===== src/rtl/pb_ddr_mailbox_pkg.sv =====
// Shared definitions for the PicoBlaze DDR mailbox: register offsets,
// STATUS bit positions and the sequencer state encoding.
package pb_ddr_mailbox_pkg;

  localparam logic [3:0] REG_ADDR0    = 4'h0;
  localparam logic [3:0] REG_ADDR1    = 4'h1;
  localparam logic [3:0] REG_ADDR2    = 4'h2;
  localparam logic [3:0] REG_WDATA_LO = 4'h3;
  localparam logic [3:0] REG_WDATA_HI = 4'h4;
  localparam logic [3:0] REG_CMD      = 4'h5;
  localparam logic [3:0] REG_RDATA_LO = 4'h6;
  localparam logic [3:0] REG_RDATA_HI = 4'h7;
  localparam logic [3:0] REG_STATUS   = 4'h8;
  localparam logic [3:0] REG_IRQ_EN   = 4'h9;
  localparam logic [3:0] REG_CLEAR    = 4'hA;

  localparam int ST_BUSY    = 0;
  localparam int ST_DONE    = 1;
  localparam int ST_TIMEOUT = 2;
  localparam int ST_OVERRUN = 3;

  typedef enum logic [1:0] {
    S_IDLE    = 2'd0,
    S_REQ     = 2'd1,
    S_WAIT_RD = 2'd2,
    S_DONE    = 2'd3
  } state_t;

endpackage


===== src/rtl/pb_port_regs.sv =====
// KCPSM3 port-bus decode, host-writable mailbox registers and the
// registered in_port read mux.
module pb_port_regs
  import pb_ddr_mailbox_pkg::*;
#(
  parameter logic [7:0] BASE_PORT = 8'h00,
  parameter int         ADDR_W    = 24
) (
  input  logic              clk,
  input  logic              reset_n,
  input  logic [7:0]        port_id,
  input  logic              write_strobe,
  input  logic [7:0]        out_port,
  output logic [7:0]        in_port,
  input  logic [15:0]       rdata,
  input  logic [3:0]        status,
  output logic [ADDR_W-1:0] addr,
  output logic [15:0]       wdata,
  output logic              irq_en,
  output logic              cmd_wr,
  output logic              cmd_we,
  output logic              clr_done,
  output logic              clr_timeout,
  output logic              clr_overrun
);

  logic       hit;
  logic [3:0] off;
  logic       wr_hit;
  logic [23:0] addr_ext;
  logic [7:0]  rd_mux;

  assign hit      = (port_id[7:4] == BASE_PORT[7:4]);
  assign off      = port_id[3:0];
  assign wr_hit   = write_strobe && hit;
  // zero-extended view so bytes above ADDR_W read back as 0
  assign addr_ext = 24'(addr);

  assign cmd_wr      = wr_hit && (off == REG_CMD);
  assign cmd_we      = out_port[0];
  assign clr_done    = wr_hit && (off == REG_CLEAR) && out_port[ST_DONE];
  assign clr_timeout = wr_hit && (off == REG_CLEAR) && out_port[ST_TIMEOUT];
  assign clr_overrun = wr_hit && (off == REG_CLEAR) && out_port[ST_OVERRUN];

  always_ff @(posedge clk or negedge reset_n) begin
    if (!reset_n) begin
      addr   <= '0;
      wdata  <= '0;
      irq_en <= 1'b0;
    end else if (wr_hit) begin
      case (off)
        REG_ADDR0:    addr <= ADDR_W'({addr_ext[23:8], out_port});
        REG_ADDR1:    addr <= ADDR_W'({addr_ext[23:16], out_port, addr_ext[7:0]});
        REG_ADDR2:    addr <= ADDR_W'({out_port, addr_ext[15:0]});
        REG_WDATA_LO: wdata[7:0]  <= out_port;
        REG_WDATA_HI: wdata[15:8] <= out_port;
        REG_IRQ_EN:   irq_en <= out_port[0];
        default: ;
      endcase
    end
  end

  always_comb begin
    rd_mux = 8'h00;
    if (hit) begin
      case (off)
        REG_ADDR0:    rd_mux = addr_ext[7:0];
        REG_ADDR1:    rd_mux = addr_ext[15:8];
        REG_ADDR2:    rd_mux = addr_ext[23:16];
        REG_WDATA_LO: rd_mux = wdata[7:0];
        REG_WDATA_HI: rd_mux = wdata[15:8];
        REG_RDATA_LO: rd_mux = rdata[7:0];
        REG_RDATA_HI: rd_mux = rdata[15:8];
        REG_STATUS:   rd_mux = {4'h0, status};
        REG_IRQ_EN:   rd_mux = {7'h00, irq_en};
        default:      rd_mux = 8'h00;
      endcase
    end
  end

  always_ff @(posedge clk or negedge reset_n) begin
    if (!reset_n) in_port <= 8'h00;
    else          in_port <= rd_mux;
  end

endmodule


===== src/rtl/pb_ddr_mailbox.sv =====
// PicoBlaze command mailbox that runs one DDR word access per CMD write.
//   state     | meaning
//   S_IDLE    | waiting for a CMD write
//   S_REQ     | ddr_req held with stable shadows until ddr_ack
//   S_WAIT_RD | read accepted, waiting for ddr_rvalid
//   S_DONE    | one-cycle completion, raises done
module pb_ddr_mailbox
  import pb_ddr_mailbox_pkg::*;
#(
  parameter logic [7:0] BASE_PORT   = 8'h00,
  parameter int         ADDR_W      = 24,
  parameter int         DATA_W      = 16,
  parameter int         TIMEOUT_CYC = 1023
) (
  input  logic              clk,
  input  logic              reset_n,
  input  logic [7:0]        port_id,
  input  logic              write_strobe,
  input  logic              read_strobe,
  input  logic [7:0]        out_port,
  output logic [7:0]        in_port,
  output logic              interrupt,
  input  logic              interrupt_ack,
  output logic              ddr_req,
  output logic              ddr_we,
  output logic [ADDR_W-1:0] ddr_addr,
  output logic [DATA_W-1:0] ddr_wdata,
  input  logic              ddr_ack,
  input  logic [DATA_W-1:0] ddr_rdata,
  input  logic              ddr_rvalid
);

  localparam int              CNT_W    = $clog2(TIMEOUT_CYC + 1);
  localparam logic [CNT_W-1:0] CNT_LOAD = CNT_W'(TIMEOUT_CYC);

  state_t              state_q, state_d;
  logic [CNT_W-1:0]    cnt_q;
  logic [DATA_W-1:0]   rdata_q;
  logic                done_q, timeout_q, overrun_q;
  logic [ADDR_W-1:0]   addr_reg;
  logic [DATA_W-1:0]   wdata_reg;
  logic                irq_en, cmd_wr, cmd_we;
  logic                clr_done, clr_timeout, clr_overrun;
  logic                busy, tc;
  logic                req_d, load_shadow, cnt_load, cnt_dec, cap_rdata;
  logic                set_done, set_timeout, set_overrun;
  logic [3:0]          status;
  // every readable register is side-effect free, so read_strobe is not needed
  logic                unused_read_strobe;

  assign unused_read_strobe = read_strobe;
  assign busy   = (state_q == S_REQ) || (state_q == S_WAIT_RD);
  assign tc     = (cnt_q == CNT_W'(1));
  assign status = {overrun_q, timeout_q, done_q, busy};

  pb_port_regs #(.BASE_PORT(BASE_PORT), .ADDR_W(ADDR_W)) u_regs (
    .clk(clk), .reset_n(reset_n), .port_id(port_id),
    .write_strobe(write_strobe), .out_port(out_port), .in_port(in_port),
    .rdata(rdata_q), .status(status), .addr(addr_reg), .wdata(wdata_reg),
    .irq_en(irq_en), .cmd_wr(cmd_wr), .cmd_we(cmd_we),
    .clr_done(clr_done), .clr_timeout(clr_timeout), .clr_overrun(clr_overrun)
  );

  always_comb begin
    state_d     = state_q;
    req_d       = ddr_req;
    load_shadow = 1'b0;
    cnt_load    = 1'b0;
    cnt_dec     = 1'b0;
    cap_rdata   = 1'b0;
    set_done    = 1'b0;
    set_timeout = 1'b0;
    // a CMD that cannot be accepted is lost, so flag it
    set_overrun = cmd_wr && (state_q != S_IDLE);
    case (state_q)
      S_IDLE: if (cmd_wr) begin
        load_shadow = 1'b1;
        cnt_load    = 1'b1;
        req_d       = 1'b1;
        state_d     = S_REQ;
      end
      S_REQ: begin
        if (ddr_ack) begin
          req_d = 1'b0;
          if (ddr_we || ddr_rvalid) begin
            cap_rdata = !ddr_we;
            state_d   = S_DONE;
          end else begin
            state_d = S_WAIT_RD;
          end
        end else if (tc) begin
          req_d       = 1'b0;
          set_timeout = 1'b1;
          set_done    = 1'b1;
          state_d     = S_IDLE;
        end else begin
          cnt_dec = 1'b1;
        end
      end
      S_WAIT_RD: begin
        if (ddr_rvalid) begin
          cap_rdata = 1'b1;
          state_d   = S_DONE;
        end else if (tc) begin
          set_timeout = 1'b1;
          set_done    = 1'b1;
          state_d     = S_IDLE;
        end else begin
          cnt_dec = 1'b1;
        end
      end
      S_DONE: begin
        set_done = 1'b1;
        state_d  = S_IDLE;
      end
      default: state_d = S_IDLE;
    endcase
  end

  always_ff @(posedge clk or negedge reset_n) begin
    if (!reset_n) begin
      state_q   <= S_IDLE;
      ddr_req   <= 1'b0;
      ddr_we    <= 1'b0;
      ddr_addr  <= '0;
      ddr_wdata <= '0;
      cnt_q     <= '0;
      rdata_q   <= '0;
      done_q    <= 1'b0;
      timeout_q <= 1'b0;
      overrun_q <= 1'b0;
      interrupt <= 1'b0;
    end else begin
      state_q <= state_d;
      ddr_req <= req_d;
      if (load_shadow) begin
        ddr_we    <= cmd_we;
        ddr_addr  <= addr_reg;
        ddr_wdata <= wdata_reg;
      end
      if (cnt_load)     cnt_q <= CNT_LOAD;
      else if (cnt_dec) cnt_q <= cnt_q - CNT_W'(1);
      if (cap_rdata) rdata_q <= ddr_rdata;
      done_q    <= set_done    | (done_q    & ~clr_done);
      timeout_q <= set_timeout | (timeout_q & ~clr_timeout);
      overrun_q <= set_overrun | (overrun_q & ~clr_overrun);
      interrupt <= (set_done & ~done_q & irq_en) | (interrupt & ~interrupt_ack);
    end
  end

endmodule


===== config.mk =====
export PLATFORM = sky130hd
export DESIGN_NAME = pb_ddr_mailbox
export DESIGN_NICKNAME = d
export VERILOG_FILES = /design/src/rtl/pb_ddr_mailbox_pkg.sv /design/src/rtl/pb_port_regs.sv /design/src/rtl/pb_ddr_mailbox.sv
export SDC_FILE = /design/constraint.sdc
export NUM_CORES = 1
export LEC_CHECK = 0
export CORE_MARGIN = 2
export CORE_UTILIZATION = 54
export DETAILED_ROUTE_END_ITERATION = 16
export PLACE_DENSITY = 0.88
export SYNTH_ARGS = -nofsm -noshare
export SYNTH_HDL_FRONTEND = slang
export SYNTH_SLANG_ARGS = --single-unit

===== constraint.sdc =====
create_clock -name clk -period 3.05 [get_ports clk]
set_input_delay 0.4575 -clock clk [delete_from_list [all_inputs] [get_ports clk]]
set_output_delay 0.4575 -clock clk [all_outputs]
set_load 0.02 [all_outputs]

==> flow_summary_export.csv, run 1 <==
group,metric,value,unit
run_status,status,"completed",
global_routing,track_usage,0.286,
route,wl_met2,7660,microns
synth,synth_compound_area_frac,0.0916,
cells_and_area,diodes,0,
timing,finalMaxSlewViolations,0,
pwr,p_leak,3.46,nW
floorplan,fp.dieArea,0.0112,sq mm
global_routing,grt_pass1_wl,24300,microns
floorplan,start_util,0.551,
pwr,seq_power_share,0.424,
route,viasPerCell,5.92,
synth,synth_common_cells,"nand2_1 (147), dfrtp_1 (123), mux2_2 (57)",
placed_design,place.gp.congestion,1.02,
floorplan,fp-row-count,37,
synth,syn_inst,533,
min_path,hp-class,"input port to async pin",
setup_path,reg2reg_depth,7,
timing,setup_tns,0,ns
synth,synthXorXnorAreaFrac,0,
setup_path,crit_path_cell_trace,"clkdlybuf4s50_1 > nand3b_1 > or3_1 > buf_4 > and2_0 > mux2i_1",
route,drt-wirelength-per-cell,19.3,microns
setup_path,slowest_stage,"clkdlybuf4s50_1",
synth,synth_area_per_cell,10.5,sq um
synth,synth_cell_types,56,
timing,hold_viol_final,0,
timing,setup_viol,0,
floorplan,dieWidth,106,microns
route,wl_met3,924,microns
route,highest_layer,"met4",
synth,synth_edf_count,0,
placed_design,hpwl,10500,microns
global_routing,antenna_found_initial,0,
pwr,power_frac_comb,0.191,
global_routing,grt_max_degree,51,
cts,htree_levels,4,
cts,clk_pin_slew,0.06,ns
synth,yosysSeqAreaShare,0.548,
synth,ys.flop_type,"dfrtp_1",
timing,hold_slack,0.466,ns
pwr,max-vdd-ir-drop,0.000617,V
timing,fin_crit_sh,0.740,
cells_and_area,fill_cells,706,
setup_path,worst-path-buf-inv,2,
synth,yosysMostFrequentCell,"nand2_1",
setup_path,worst_ep_arrival_time,2.70,ns
setup_path,crit_cells,6,
floorplan,ioPinCount,90,
synth,synthAdderAreaFrac,0.0156,
flow_run,max_cap_violations,0,
cts,cts_buffer_depth,2,
synth,synth_top_family_by_area,"simple AND/OR/NAND/NOR gates",
setup_path,critPathLaunchType,"input port",
pwr,p_int,3.41,mW
timing,worst_slew_pin_slew,0.768,ns
pwr,sw_frac_of_total,0.303,
cts,cts_made_buffers,17,
synth,ys_ff_latch,123,
cts,clk_latency,0.52,ns
setup_path,required,3.49,ns
pwr,switching_power,1.48,mW
route,vias,4645,
synth,syn-num-nets,579,
timing,skew,0.00800,ns
route,wl,15100,microns
setup_path,end_kind,"flip-flop",
synth,yosys_warnings,0,
setup_path,crit_fanout,50,
cts,cts_tree,"built",
synth,synthSimpleGateAreaFrac,0.185,
timing,rsz0062_at_grt,"false",
global_routing,grt_pass1_vias,4659,
placed_design,numPortBuffers,88,
global_routing,grt-ovfl-total,0,
route,ant_nets,0,
timing,period_minus_slack,2.26,ns
setup_path,worstSetupPathType,"input port to flip-flop",
cells_and_area,final_nets,681,
route,drt-met1-wl,6180,microns
route,drcViolationCount,0,
route,first_pass_iters,7,
floorplan,die_h,106,microns
synth,synthMuxAreaShare,0.133,
synth,synth_area_leader_cell,"dfrtp_1",
synth,synthArstFlopShare,1.00,
setup_path,max_stage_delay,0.62,ns
timing,fmax,443,MHz
cts,root_buffer,"clkbuf_8",
synth,syn-cell-area,0.00561,sq mm
route,first_iter_violations,316,
cells_and_area,areaGrowthSynthToFinish,29.5,%
synth,synth_area_leaders,"dfrtp_1 (55%), mux2_2 (11%), nand2_1 (9.8%)",
floorplan,core_area,0.0102,sq mm
setup_path,path_delay_family,"simple AND/OR/NAND/NOR gates",
cells_and_area,drive_gt1_frac,0.176,
cts,cts_sinks,123,
timing,relSlewSlack,0.483,
pwr,p_per_area,672,mW/mm^2
pwr,power_frac_clock,0.385,
synth,synth_top_area_share,0.548,
[final cells by class]
class / count / area (sq um) / area share
clock buffers: 17 / 414 / 0.0570
clock inverters: 15 / 141 / 0.0194
inverters: 12 / 45.0 / 0.00620
multi-input cells: 375 / 2390 / 0.329
flip-flops and latches: 123 / 3080 / 0.423
well taps: 136 / 170 / 0.0234
repair buffers: 106 / 1030 / 0.141
[timing repair]
action / in CTS / in global routing
hold buffers: 1 / 0
buffers inserted: 0 / 0
endpoints found under the hold margin: 40 / 0
resized for setup: 0 / 0
endpoints found under the setup margin: 0 / 0
[final timing paths]
path / from / end / slack, ns
setup / recovery: port_id[1] / cnt_q[7]$_DFFE_PN0P_ / 0.79
setup reg to reg: state_q[1]$_DFFE_PN0P_ / cnt_q[7]$_DFFE_PN0P_ / 0.96
hold reg to reg: ddr_addr[21]$_DFFE_PN0P_ / ddr_addr[21]$_DFFE_PN0P_ / 0.47
max in group asynchronous: reset_n / ddr_wdata[13]$_DFFE_PN0P_ / 1.70
hold / removal: reset_n / cnt_q[3]$_DFFE_PN0P_ / 0.47
min in group clk: ddr_addr[21]$_DFFE_PN0P_ / ddr_addr[21]$_DFFE_PN0P_ / 0.47
[worst reg2reg max path: stages (launching register included)]
cell and delay [ns]:
dfrtp_1 0.43, inv_1 0.13, ha_1 0.24, nand3b_1 0.18
or3_1 0.37, buf_4 0.30, and2_0 0.24, mux2i_1 0.13
[stage by stage]
stage / cells / util / worst slack [ns] / total power, mW / instance area, sq um
after CTS: 784 / 0.714 / 0.829 / 4.89 / 7270
after detailed placement: 751 / 0.658 / 0.343 / 2.99 / 6710
after global routing: 784 / 0.714 / 0.745 / 5.10 / 7270
after global placement: 751 / 0.658 / 0.444 / 2.92 / 6710
final: 784 / 0.714 / 0.793 / 4.89 / 7270
after floorplan: 533 / - / 0.934 / 2.64 / 5610
[cell families after synthesis]
family,after synthesis
compound gates,76
simple gates,227
mux,65
flops,123
buf+inv,35
fa+ha+maj,7
[cells in the final DEF, fill, tap and decap left out, drive strengths merged, types with 3 or more instances in the layout]
cell and n:
and3 3, nand2 147, o21ai 23, a22o 6
dfrtp 123, mux2 57, a21oi 10, a22oi 6
nand4 7, clkdlybuf4s50 87, mux2i 6, nand3 9
nor2 16, clkinv 6, or3 4, and2 5
or4 4, buf 18, nand3b 4, nor4 6
nor3 5, nor2b 11, inv 17, a31oi 5
o31ai 3, ha 7, clkbuf 17, clkinvlp 3
[per-layer routing]
| metal | GRT usage | vias to the layer above |
|---|---|---|
| li1 | - | 2075 |
| met1 | 0.372 | 2330 |
| met2 | 0.476 | 204 |
| met3 | 0.0558 | 36 |
| met4 | 0.114 | 0 |
| met5 | 0 | - |
[power by group through the flow]
stage | sequential, mW | clock, mW | combinational [mW]
after floorplan | 2.01 | 0 | 0.632
after global placement | 2.07 | 0 | 0.852
after detailed placement | 2.08 | 0 | 0.900
after CTS | 2.06 | 1.90 | 0.923
after global routing | 2.10 | 1.98 | 1.02
final | 2.07 | 1.88 | 0.932
(Power assumes the default switching activity.)
==> run 2: changes to the inputs <==
- clock period: 3.05 -> 2.4 ns (I/O delays scaled with it)
==> run 2 against run 1 <==
  * Register-to-register slack got worse by 0.66 ns
  * Core utilization rose by 1.1 points
  * Highest routed layer unchanged
  * Cell count is 1.7% higher
  * Critical endpoint unchanged
  * First-iteration DRC count rose by 33%
  * Sequential power is 28% higher
  * Global-route usage is 0.25 points higher
  * Total power is 26% higher
  * Largest power group unchanged
==> flow_summary_export.csv, run 2 (synthesis results as in run 1) <==
group,metric,value,unit
pwr,p_leak,3.52,nW
setup_path,reg2reg_depth,6,
flow_run,max_cap_violations,0,
global_routing,grt_pass1_vias,4818,
cts,post_cts_buffers,0,
cts,cts_sinks,123,
cells_and_area,final_cell_mix,"nand2_1 (147), dfrtp_1 (123), clkdlybuf4s50_1 (87)",
cells_and_area,diodes,0,
cts,htree_levels,4,
placed_design,place_inst,764,
floorplan,start_util,0.551,
setup_path,required,2.84,ns
timing,fin_crit_sh,0.876,
route,first_pass_iters,6,
cts,clk_latency,0.53,ns
global_routing,grt_pass1_wl,24500,microns
min_path,hp-class,"input port to async pin",
cells_and_area,areaGrowthSynthToFinish,31.6,%
timing,hold_viol_final,0,
setup_path,worstSetupPathType,"flip-flop to flip-flop",
floorplan,fp.dieArea,0.0112,sq mm
setup_path,max_stage_delay,0.44,ns
placed_design,hpwl,10600,microns
timing,setup_tns,0,ns
cells_and_area,final_nets,694,
global_routing,track_usage,0.289,
setup_path,end_kind,"flip-flop",
cells_and_area,layout_commonest_cell,"nand2_1",
setup_path,crit_path_cell_trace,"inv_1 > ha_1 > nor2b_1 > o2111ai_1 > nor4_1 > mux2i_1",
global_routing,grt-ovfl-total,0,
cts,cts_buffer_depth,2,
timing,relSlewSlack,0.589,
setup_path,worst_ep_arrival_time,2.54,ns
floorplan,dieWidth,106,microns
timing,worst_slew_pin_slew,0.609,ns
run_status,status,"completed",
timing,rsz0062_at_grt,"false",
setup_path,r2r-end,"cnt_q[7]$_DFFE_PN0P_",
route,drt-wirelength-per-cell,19.0,microns
setup_path,slowest_stage,"dfrtp_1",
floorplan,fp-row-count,37,
cts,clk_pin_slew,0.06,ns
floorplan,ioPinCount,90,
setup_path,r2r_start,"state_q[1]$_DFFE_PN0P_",
floorplan,core_area,0.0102,sq mm
timing,fmax,476,MHz
timing,period_minus_slack,2.10,ns
pwr,p_per_area,834,mW/mm^2
route,ant_nets,0,
setup_path,startpoint,"state_q[1]$_DFFE_PN0P_",
timing,setup_viol,0,
route,first_iter_violations,419,
cts,cts_tree,"built",
route,drcViolationCount,0,
route,wl,15200,microns
cts,root_buffer,"clkbuf_8",
route,viasPerCell,5.86,
timing,skew,0.00979,ns
route,vias,4668,
cells_and_area,drive_gt1_frac,0.188,
global_routing,antenna_found_initial,0,
timing,finalMaxSlewViolations,0,
cts,cts_resized,0,
setup_path,endpoint,"cnt_q[7]$_DFFE_PN0P_",
placed_design,place.gp.congestion,0.928,
setup_path,r2r_slack,0.30,ns
pwr,max-vdd-ir-drop,0.000675,V
cells_and_area,fill_cells,715,
placed_design,numPortBuffers,88,
floorplan,die_h,106,microns
pwr,total_power,6.16,mW
setup_path,critPathLaunchType,"flip-flop",
cts,cts_made_buffers,17,
cells_and_area,final_cell_count_no_fill,797,
global_routing,grt_max_degree,63,
setup_path,crit_fanout,6,
[run 2: worst min-delay path by stage]
stage             from                    to  slack (ns)
6_report       reset_n  cnt_q[4]$_DFFE_PN0P_        0.32
5_1_grt        reset_n  cnt_q[4]$_DFFE_PN0P_        0.34
4_1_cts        reset_n  cnt_q[4]$_DFFE_PN0P_        0.31
3_5_place_dp   reset_n  cnt_q[4]$_DFFE_PN0P_        0.32
3_3_place_gp   reset_n  cnt_q[3]$_DFFE_PN0P_        0.31
2_1_floorplan  reset_n  cnt_q[0]$_DFFE_PN0P_        0.06
[run 2: where the power goes]
group | internal (mW) | switching [mW] | leakage, nW
logic | 0.595 | 0.609 | 1.61
registers | 2.37 | 0.282 | 1.65
clock network | 1.39 | 0.917 | 0.254
[run 2: timing repair]
action | in CTS | in global routing
hold endpoints to repair | 29 | 0
hold buffers | 1 | 0
endpoints found under the setup margin | 0 | 0
[run 2: per-stage QoR]
| step | hold slack (ns) | cell area, sq um | setup slack (ns) | util |
|---|---|---|---|---|
| 3_3_place_gp | 0.311 | 6840 | -0.0260 | 0.672 |
| 4_1_cts | 0.313 | 7390 | 0.339 | 0.725 |
| 2_1_floorplan | 0.0644 | 5610 | 0.288 | - |
| 6_report | 0.315 | 7390 | 0.298 | 0.725 |
| 5_1_grt | 0.339 | 7390 | 0.117 | 0.725 |
| 3_5_place_dp | 0.315 | 6840 | -0.0766 | 0.672 |
[run 2: critical path: cells and delay by family (launching register included)]
family                   cells  cell delay (ns)
AND/OR/NAND/NOR              2             0.64
adder cells (fa/ha/maj)      1             0.28
AO/OA/AOI/OAI                1             0.28
buffers and inverters        1             0.13
multiplexers                 1             0.23
flip-flops                   1             0.44
[run 2: per-layer routing]
metal | wire length (microns) | part of all wire | up-vias | global-route usage
met3 | 921 | 0.061 | 47 | 0.0785
li1 | - | - | 2102 | -
met2 | 7470 | 0.49 | 203 | 0.468
met5 | 0 | 0 | - | 0
met1 | 6250 | 0.41 | 2316 | 0.369
met4 | 536 | 0.035 | 0 | 0.121
[run 2: final cells by class]
class | count | area [sq um] | share of cell area
clock buffer | 21 | 439 | 0.0595
clock inverter | 11 | 97.6 | 0.0132
multi-input combinational | 375 | 2390 | 0.324
inverter | 12 | 45.0 | 0.00610
sequential | 123 | 3080 | 0.417
tap | 136 | 170 | 0.0230
timing repair buffer | 119 | 1160 | 0.158
